`config.mk`:
```
export PLATFORM = sky130hd
export DESIGN_NAME = button_ctrl
export DESIGN_NICKNAME = d
export VERILOG_FILES = /design/src/rtl/button_ctrl_pkg.sv /design/src/rtl/button_debounce.sv /design/src/rtl/button_ctrl.sv
export SDC_FILE = /design/constraint.sdc
export NUM_CORES = 1
export LEC_CHECK = 0
export CORE_AREA = 2 2 79 66
export CTS_CLUSTER_SIZE = 12
export DETAILED_ROUTE_END_ITERATION = 8
export DIE_AREA = 0 0 81 68
export GPL_TIMING_DRIVEN = 0
export PLACE_DENSITY = 0.53
export SLEW_MARGIN = 30
export SYNTH_ARGS = -nofsm -noshare
export SYNTH_HDL_FRONTEND = slang
export SYNTH_SLANG_ARGS = --single-unit
```
`constraint.sdc`:
```
create_clock -name clk28 -period 3.7 [get_ports clk28]
set_input_delay 0.74 -clock clk28 [delete_from_list [all_inputs] [get_ports clk28]]
set_output_delay 0.74 -clock clk28 [all_outputs]
set_load 0.01 [all_outputs]
```
`src/rtl/button_ctrl_pkg.sv`:
```
// Shared types for the button controller: the per-key debounce state and its output decode.
package button_ctrl_pkg;

    typedef enum logic [1:0] {
        IDLE       = 2'd0,
        PRESS_PEND = 2'd1,
        PRESSED    = 2'd2,
        REL_PEND   = 2'd3
    } button_state_t;

    function automatic logic state_pressed(input button_state_t s);
        return (s == PRESSED) || (s == REL_PEND);
    endfunction

endpackage

```
`src/rtl/button_debounce.sv`:
```
// One key: two-flop synchronizer on the active-low raw input, then a tick-counted debounce FSM.
module button_debounce
    import button_ctrl_pkg::*;
#(
    parameter int DEBOUNCE_TICKS = 16
) (
    input  logic          clk28,
    input  logic          rst,
    input  logic          key_n_raw,
    input  logic          tick,
    output button_state_t state
);

    localparam int CNT_W = $clog2(DEBOUNCE_TICKS + 1);

    logic [1:0]       sync_n;
    logic             level;
    logic [CNT_W-1:0] cnt;
    logic [CNT_W-1:0] cnt_next;
    logic [CNT_W-1:0] cnt_inc;
    button_state_t    state_next;

    // Synchronizer flops reset to the released (high) level so reset never looks like a press.
    always_ff @(posedge clk28) begin
        if (rst) begin
            sync_n <= 2'b11;
        end else begin
            sync_n <= {sync_n[0], key_n_raw};
        end
    end

    assign level   = ~sync_n[1];
    assign cnt_inc = (cnt == '1) ? cnt : cnt + 1'b1;

    always_ff @(posedge clk28) begin
        if (rst) begin
            state <= IDLE;
            cnt   <= '0;
        end else begin
            state <= state_next;
            cnt   <= cnt_next;
        end
    end

    always_comb begin
        state_next = state;
        cnt_next   = cnt;
        case (state)
            IDLE: begin
                if (level) begin
                    state_next = PRESS_PEND;
                    cnt_next   = '0;
                end
            end
            PRESS_PEND: begin
                if (!level) begin
                    state_next = IDLE;
                end else if (tick) begin
                    cnt_next = cnt_inc;
                    if (cnt_inc >= CNT_W'(DEBOUNCE_TICKS)) begin
                        state_next = PRESSED;
                    end
                end
            end
            PRESSED: begin
                if (!level) begin
                    state_next = REL_PEND;
                    cnt_next   = '0;
                end
            end
            REL_PEND: begin
                if (level) begin
                    state_next = PRESSED;
                end else if (tick) begin
                    cnt_next = cnt_inc;
                    if (cnt_inc >= CNT_W'(DEBOUNCE_TICKS)) begin
                        state_next = IDLE;
                    end
                end
            end
            default: state_next = IDLE;
        endcase
    end

endmodule

```
`src/rtl/button_ctrl.sv`:
```
// Magic/pause key controller: shared tick prescaler, two debouncers, optional long-press reboot.
// Long-press detection is compiled in with `define BUTTON_LONGPRESS_EN.
module button_ctrl
    import button_ctrl_pkg::*;
#(
    parameter int TICK_DIV       = 28000,
    parameter int DEBOUNCE_TICKS = 16,
    parameter int LONG_TICKS     = 2000
) (
    input  logic clk28,
    input  logic rst,
    input  logic magic_n_raw,
    input  logic pause_n_raw,
    output logic magic_button,
    output logic pause_button,
    output logic reboot_req,
    output logic tick
);

    localparam int PRE_W = (TICK_DIV > 1) ? $clog2(TICK_DIV) : 1;

    logic [PRE_W-1:0] pre_cnt;
    button_state_t    magic_state;
    button_state_t    pause_state;

    always_ff @(posedge clk28) begin
        if (rst) begin
            pre_cnt <= '0;
        end else if (tick) begin
            pre_cnt <= '0;
        end else begin
            pre_cnt <= pre_cnt + 1'b1;
        end
    end

    assign tick = (pre_cnt == PRE_W'(TICK_DIV - 1));

    button_debounce #(.DEBOUNCE_TICKS(DEBOUNCE_TICKS)) u_magic (
        .clk28     (clk28),
        .rst       (rst),
        .key_n_raw (magic_n_raw),
        .tick      (tick),
        .state     (magic_state)
    );

    button_debounce #(.DEBOUNCE_TICKS(DEBOUNCE_TICKS)) u_pause (
        .clk28     (clk28),
        .rst       (rst),
        .key_n_raw (pause_n_raw),
        .tick      (tick),
        .state     (pause_state)
    );

    assign magic_button = state_pressed(magic_state);
    assign pause_button = state_pressed(pause_state);

`ifdef BUTTON_LONGPRESS_EN
    localparam int HOLD_W = $clog2(LONG_TICKS + 1);

    logic [HOLD_W-1:0] hold_cnt;

    // Saturating at LONG_TICKS makes the LONG_TICKS-1 -> LONG_TICKS step, and so the pulse, happen once per hold.
    always_ff @(posedge clk28) begin
        if (rst || !magic_button) begin
            hold_cnt <= '0;
        end else if (tick && (hold_cnt != HOLD_W'(LONG_TICKS))) begin
            hold_cnt <= hold_cnt + 1'b1;
        end
    end

    assign reboot_req = !rst && tick && magic_button && (hold_cnt == HOLD_W'(LONG_TICKS - 1));
`else
    // LONG_TICKS stays referenced so both builds share one parameter list.
    assign reboot_req = 1'b0 & (LONG_TICKS != 0);
`endif

endmodule

```
## Word-level counts from Yosys, hierarchy flattened

Cells that the tools add are included.

- Register bits: 33
- Input port bits: 4
- Word-level logic and storage cells: 78
- Output and inout port bits: 4

- Reduce and logical (&&, ||, !) cells: 9
- Multiplexer cells: 32
- Equality and inequality tests: 25
- $add $sub $neg: 3
- Magnitude comparators: 2

Operators with widths:

| kind | number |
|---|---|
| 5-bit 2-to-1 mux | 12 |
| 5-bit case mux with 4 select lines | 2 |
| 2-bit 2-to-1 mux | 16 |
| 2-bit case mux with 4 select lines | 2 |
| 15-bit by 1-bit adder with 15-bit output (second input constant) | 1 |
| 15-bit == test (second input constant) | 1 |
| 3-bit != test (second input constant) | 4 |
| 6-bit AND reduction | 2 |
| 5-bit by 1-bit adder with 5-bit output (second input constant) | 2 |
| 5-bit == test (second input constant) | 2 |
| 5-bit >= comparator (second input constant) | 2 |
| 2-bit == test (second input constant) | 4 |
| 2-bit by 1-bit != test with 1-bit output (second input constant) | 4 |
| 2-bit != test (second input constant) | 4 |
| 4-bit AND reduction | 2 |
| 3-bit by 1-bit != test with 1-bit output (second input constant) | 2 |
| 3-bit by 2-bit != test with 1-bit output (second input constant) | 2 |
| 2-bit by 1-bit == test with 1-bit output (second input constant) | 2 |
| 2-bit zero test | 2 |
| 1-bit logical OR | 2 |
| 2-bit OR reduction | 1 |

## Longest topological paths before layout

Gate-level depths: netlist (run 1).

- Depth after elaboration: 7
- Gate-level depth with buffers: 7

## By module

A second synthesis (run 1) with hierarchy kept.

- Cell total of the unflattened synthesis: 174
- Area, all modules: 1632.8 µm²

Modules (own cells, without submodules):

| module | instances | cells each | sequential area each (µm²) | area an instance (µm²) |
|---|---|---|---|---|
| button_debounce | 2 | 48 | 180.2 | 451.7 |
| button_ctrl | 1 | 78 | 300.3 | 729.4 |

## Least setup slack after synthesis (run 1)

Ideal clock, no wire load.

- Path kind: register -> output
- Start: register pre_cnt[0]
- End: output tick
- Path buffers: 1
- Arrival time: 1.055 ns
- Stages on the path, launching flop included: 6
- Required time: 2.960 ns
- Setup slack: 1.905 ns
- Cells stage by stage: dfxtp_1 > ha_1 > and4_1 > buf_4 > nand4_1 > inv_1

- Longest elaborated chain between the ends: 1

RTL lines:

| element | RTL line | source |
|---|---|---|
| start: declaration | button_ctrl.sv:22 | `logic [PRE_W-1:0] pre_cnt;` |
| start signal: assignment | button_ctrl.sv:32 | `pre_cnt <= pre_cnt + 1'b1;` |
| 15-bit == test | button_ctrl.sv:36 | `assign tick = (pre_cnt == PRE_W'(TICK_DIV - 1));` |
| end: declaration | button_ctrl.sv:17 | `output logic tick` |

Every way passes these cells.

## Worst setup path in the final report (run 1)

Same ends and word-level chain as after synthesis.

==> results of run 1 <==
layout by cell type, fill, tap and decap left out, types with 2 or more instances in the layout:
cell             Yosys  layout
mux2i_1              4       4
and4_1               4       4
nand3_1              5       5
nand2b_1             3       3
or3_1                2       2
clkbuf_8             0       6
clkdlybuf4s50_1      0       6
a31oi_1              4       4
xor2_1              12      12
and3_1               3       3
o21ai_0              3       3
clkbuf_1             3       3
and4bb_1             3       3
nand2_1             16      16
a211oi_1             2       2
or2_2                4       4
and2_1               2       2
inv_1                4       4
xnor2_1              3       3
a21oi_1             10      10
buf_4                3       3
dfxtp_1             33      33
buf_2                2       2
nor3_1               2       2
ha_1                 3       3
nand4_1              6       6
nor2_1              18      18
sequential cells by signal, summed over array words and instances, names as in the netlist, named ones only:
signal,count
u_magic.state,1
pre_cnt,15
u_pause.cnt,5
u_magic.sync_n,2
u_pause.sync_n,2
u_pause.state,1
u_magic.cnt,5
critical path, stage by stage (launching register included):
cell and delay (ns):
dfxtp_1 0.35, ha_1 0.21, and4_1 0.19, buf_4 0.16
nand4_1 0.20, inv_1 0.10, clkdlybuf4s50_1 0.54
per-layer routing:
layer	vias to the layer above	wire length (um)
met4	0	48
met1	591	1510
met2	17	1440
met3	8	118
met5	-	0
li1	643	-
synth_stat cells (4+ instances only):
cell and number:
nand2_1 16, nand3_1 5, mux2i_1 4, dfxtp_1 33, nand4_1 6, and4_1 4
a21oi_1 10, xor2_1 12, a31oi_1 4, inv_1 4, nor2_1 18, or2_2 4
final timing paths:
path	from	end	depth (start not counted)
hold reg to reg	u_magic.sync_n[0]	u_magic.sync_n[1]	1
setup / recovery	pre_cnt[0]	tick	6
setup reg to reg	pre_cnt[0]	u_magic.cnt[3]	6
hold / removal	u_magic.sync_n[0]	u_magic.sync_n[1]	1
cell families (layout without fill, tap and decap cells):
family,after synthesis,after routing,synth area share
AND/OR/NAND/NOR,77,77,0.284
adder cells (fa/ha/maj),3,3,0.0235
XOR/XNOR,15,15,0.0823
buffers and inverters,12,26,0.0368
AO/OA/AOI/OAI,28,28,0.132
multiplexers,4,4,0.0251
other,1,1,0.00235
flip-flops,33,33,0.414
stage by stage:
step           setup slack, ns   util  std cells
2_1_floorplan             1.91      -        173
3_3_place_gp              1.21  0.363        241
3_5_place_dp              1.21  0.363        241
4_1_cts                  0.886  0.388        249
5_1_grt                  0.745  0.388        249
6_report                 0.932  0.388        249
layout make-up:
class / count / area share
clock buffers: 6 / 0.0445
well taps: 62 / 0.0418
inverters: 4 / 0.00810
clock inverters: 2 / 0.0202
repair buffers: 6 / 0.0324
plain buffers: 8 / 0.0236
multi-input cells: 128 / 0.473
flip-flops and latches: 33 / 0.356
where the power goes:
part / internal [mW] / total [mW] / switching [mW]
logic: 0.0143 / 0.0316 / 0.0174
clock network: 0.219 / 0.353 / 0.134
registers: 0.362 / 0.367 / 0.00517
total: 0.595 / 0.752 / 0.157
==> run summary, run 1 <==
Detailed Place HPWL: 2250 um
CP Capture Type: primary output
flop-to-flop setup slack: 1.90 ns
initial antenna violation count: 0
clock slew at reported path FFs: 0.07 ns
residual DRC count: 0
FF/Latch Area: 661 sq um
post-layout min period: 2.77 ns
critical path launch point type: register
largest net degree at the start of global routing: 12
fin crit share: 0.748
Mapped Area: 1600 sq um
port bufs: 6
Unique masters post-synth: 44
Area Growth Syn to Fin: 16.1%
count of final setup violators: 0
Slew @ Worst Pin: 0.496 ns
area of the multi-input gates: 877 sq um
CTS root buffer: clkbuf_8
die footprint: 5510 sq um
met2 usage: 0.219
vias per inst: 5.06
postcts setup bufs: 0
synth warn: 0
CTS sink cnt: 33
placed cell areas: 1730 sq um
PwrDens: 405 nW/um^2
core area: 4780 sq um
Hold Slack: 0.416 ns
drt first-iter violations: 101
Slew HR: 0.668
row count: 23
Total Negative Setup Slacks: 0 ns
clock latency on the worst-skew pair: 0.28 ns
GR Util All Layers: 0.132
Leak Pwr: 0.670 nW
Yosys top cell area share: 0.414
Top FF cell, synth: dfxtp_1
Critical Path RT: 2.96 ns
Hold WC Path Type: reg -> reg
number of synthesized flops with an enable pin: 0
clk buf depth: 2
Syn Nets: 180
Pwr Total: 0.752 mW
GPL Wtd Cong: 0.803
Seq/Total Area, Yosys: 0.414
FILL cells: 514
Synth Register Bits: 33
number of global-route vias before repair: 1226
Clock Skew: 0.00531 ns
crit path kind: reg -> out
Async SR Flop Fraction: 0
Fin. Hold Viols: 0
final-stage net count: 193
ANT nets after route: 0
share of layout cells above drive strength 1: 0.139
Die X: 81 um
area leader, netlist: dfxtp_1
drt pass-1 iters: 4
routed vias: 1259
CTS Hold Buffers Added: 0
MaxCap Viol Count: 0
Slew Viols, Final: 0
Worst IR Drop VDD: 0.000223 V
RSZ-0062 raised after global routing: no
Die H: 68 um
# diodes: 0
critical path data arrival time: 2.03 ns
syn avg cell area: 9.23 sq um
Synth area leaders: dfxtp_1 (41%), xor2_1 (6.6%), nor2_1 (4.2%), nand2_1 (3.8%), a21oi_1 (3.1%)
met3 usage: 0.0475
status: finished clean
Remaining Overflow, GRT: 0
PostCTS Resize Cnt: 0
Routed WL: 3120 um
highest fanout seen on the critical path: 8
per-cell routed wire length: 12.5 um
CTS H-tree depth: 2
global-route wire length before repair: 5490 um
Design Area, Final: 1850 sq um
global route hottest layer: met2
Max Clk Rate: 0.361 GHz
CTS tree: done
met1 Usage GRT: 0.156
initial core utilization: 0.334
clock buffer count from CTS: 5
Post-Synthesis Cells: 173
Top Ports: 8
(Power assumes the default switching activity.)
==> run 2: changes to the inputs <==
PLACE_DENSITY = 0.55   (was 0.53)
clock period = 2.4 ns   (was 3.7 ns; I/O delays follow)
==> run 2 against run 1 <==
  * Clock-buffer cell count increased by 1
  * Via count fell by 1.4%
  * Sequential power increased by 54%
  * Cell count up 2.0%
  * Cell area is 1.0% higher
  * Register-to-register slack worse by 1.8 ns
  * Non-clock buffer count rose by 6
==> run summary, run 2 (same netlist as run 1, synthesis figures left out) <==
status: finished clean
Remaining Overflow, GRT: 0 (unchanged)
Hold Crit Start: u_magic.sync_n[0]
per-cell routed wire length: 11.7 um (-6.6%)
Leak Pwr: 0.685 nW (+2.2%)
Slew Viols, Final: 0 (unchanged)
critical path launch point type: register
Hold WC Path Type: reg -> reg
Slew HR: 0.639 (-0.0293)
placed cell areas: 1730 sq um (unchanged)
Fin. Hold Viols: 0 (unchanged)
CTS H-tree depth: 2 (unchanged)
largest net degree at the start of global routing: 11 (-1)
Hold Slack: 0.405 ns (-0.0107 ns)
port bufs: 6 (unchanged)
Largest Register: pre_cnt
CTS sink cnt: 33 (unchanged)
biggest regs: pre_cnt: 15 flops, u_magic.cnt: 5 flops, u_pause.cnt: 5 flops
fin crit share: 0.939
row count: 23 (unchanged)
CTS root buffer: clkbuf_8
RSZ-0062 raised after global routing: no
Met3 Wirelength: 85 um (-28%)
Die X: 81 um (unchanged)
Clock power frac: 0.402 (-0.068)
worst reg2reg path startpoint: pre_cnt[0]
Max Clk Rate: 0.444 GHz
residual DRC count: 0 (unchanged)
initial core utilization: 0.334 (unchanged)
Die H: 68 um (unchanged)
clock slew at reported path FFs: 0.07 ns (about the same)
GPL Wtd Cong: 0.779 (-3.0%)
clock buffer count from CTS: 5 (unchanged)
routed vias: 1242 (-1.4%)
Sw Ratio: 0.213 (+0.00440)
count of final setup violators: 0 (unchanged)
GR Util All Layers: 0.122 (-0.0102)
post-layout min period: 2.25 ns
final-stage net count: 199 (+3.1%)
CTS tree: done
commonest cells after routing, fill and taps aside: dfxtp_1 (33), nor2_1 (18), nand2_1 (16)
Critical Path RT: 2.56 ns (-0.40 ns)
Hold Crit Endpoint: u_magic.sync_n[1]
Comb power frac: 0.046 (+0.004)
Design Area, Final: 1870 sq um (+1.0%)
final core utilization: 0.392 (+0.00393)
ANT nets after route: 0 (unchanged)
r2r endpoint: u_magic.cnt[3]
met2 wire length: 1230 um (-15%)
Seq pwr share: 0.551 (+0.063)
CP Capture Type: register
number of global-route vias before repair: 1073 (-12%)
initial antenna violation count: 0 (unchanged)
share of layout cells above drive strength 1: 0.167 (+0.0276)
met1 wire length: 1630 um (+8.3%)
Top Ports: 8 (unchanged)
global-route wire length before repair: 5040 um (-8.3%)
vias per inst: 4.89 (-3.3%)
Area Growth Syn to Fin: 17.3%
clk buf depth: 2 (unchanged)
critical path data arrival time: 2.41 ns (+0.38 ns)
die footprint: 5510 sq um (unchanged)
MaxCap Viol Count: 0 (unchanged)
Total Negative Setup Slacks: 0 ns (unchanged)
Detailed Place HPWL: 2060 um (-8.3%)
highest fanout seen on the critical path: 8 (unchanged)
flop-to-flop setup slack: 0.15 ns (-1.75 ns)
core area: 4780 sq um (unchanged)
switching power: 0.219 mW (+39%)
drt first-iter violations: 66 (-35%)
Clock Skew: 0.00664 ns (+0.00133 ns)
Reg2Reg Depth: 11 (+5)
clock latency on the worst-skew pair: 0.27 ns (about the same)
hold path depth: 1 (unchanged)
PwrDens: 548 nW/um^2 (+35%)
Worst IR Drop VDD: 0.000393 V (+76%)
highest metal used: met4
Slew @ Worst Pin: 0.540 ns (+0.0438 ns)
most common cell after layout, fill and taps aside: dfxtp_1
crit path kind: reg -> reg
number of flip-flops in the largest register: 15 (unchanged)
Routed WL: 2970 um (-4.7%)
drt pass-1 iters: 4 (unchanged)
internal power: 0.808 mW (+36%)
# diodes: 0 (unchanged)
## run 2: repair_timing
action                                  4_1_cts  5_1_grt
hold buffers                                  0        0
endpoints found under the setup margin        1        1
resized for setup                             2        2
buffers inserted                              5        1
## run 2: worst max path at each step
stage / startpoint / endpoint / slack, ns / cells past startpoint
after floorplan: pre_cnt[0] / u_pause.cnt[0] / 0.84 / 6
after global placement: pre_cnt[0] / tick / 0.12 / 6
after detailed placement: pre_cnt[0] / tick / 0.12 / 6
after CTS: pre_cnt[0] / u_magic.cnt[3] / 0.02 / 11
after global routing: pre_cnt[0] / u_magic.cnt[3] / 0.008 / 11
final: pre_cnt[0] / u_magic.cnt[3] / 0.15 / 11
## run 2: cell type report
cell class	count	area (sq um)
Buffer	8	43.8
Clock buffer	7	86.3
Fill cell	508	2900
Inverter	4	15.0
Multi-Input combinational cell	128	886
Sequential cell	33	661
Tap cell	62	77.6
Timing Repair Buffer	12	104
## run 2: metrics by stage
step | worst slack [ns] | power [mW] | instances
detailed placement | 0.123 | 0.626 | 241
CTS | 0.0244 | 1.04 | 253
finish | 0.145 | 1.03 | 254
floorplan | 0.842 | 0.612 | 173
global route | 0.00765 | 1.08 | 254
global placement | 0.115 | 0.626 | 241
## run 2: power by group through the flow
stage	clock (mW)	combinational, mW	sequential, mW
CTS	0.430	0.0484	0.566
detailed placement	0	0.0477	0.578
global route	0.454	0.0555	0.567
finish	0.413	0.0476	0.566
global placement	0	0.0482	0.578
floorplan	0	0.0353	0.577
## run 2: worst max-delay path, stage by stage, from the launching register on
cell and delay [ns]:
dfxtp_1 0.35, ha_2 0.21, and4_1 0.19, buf_4 0.16, nand4_1 0.11, buf_4 0.16, buf_4 0.12, buf_4 0.12
buf_4 0.12, buf_4 0.14, a2111oi_2 0.33, a211oi_1 0.11
## run 2: metal layers
layer	track usage	vias up
li1	-	647
met1	0.180	581
met2	0.161	12
met3	0.0396	2
met4	0.0445	0
met5	0	-
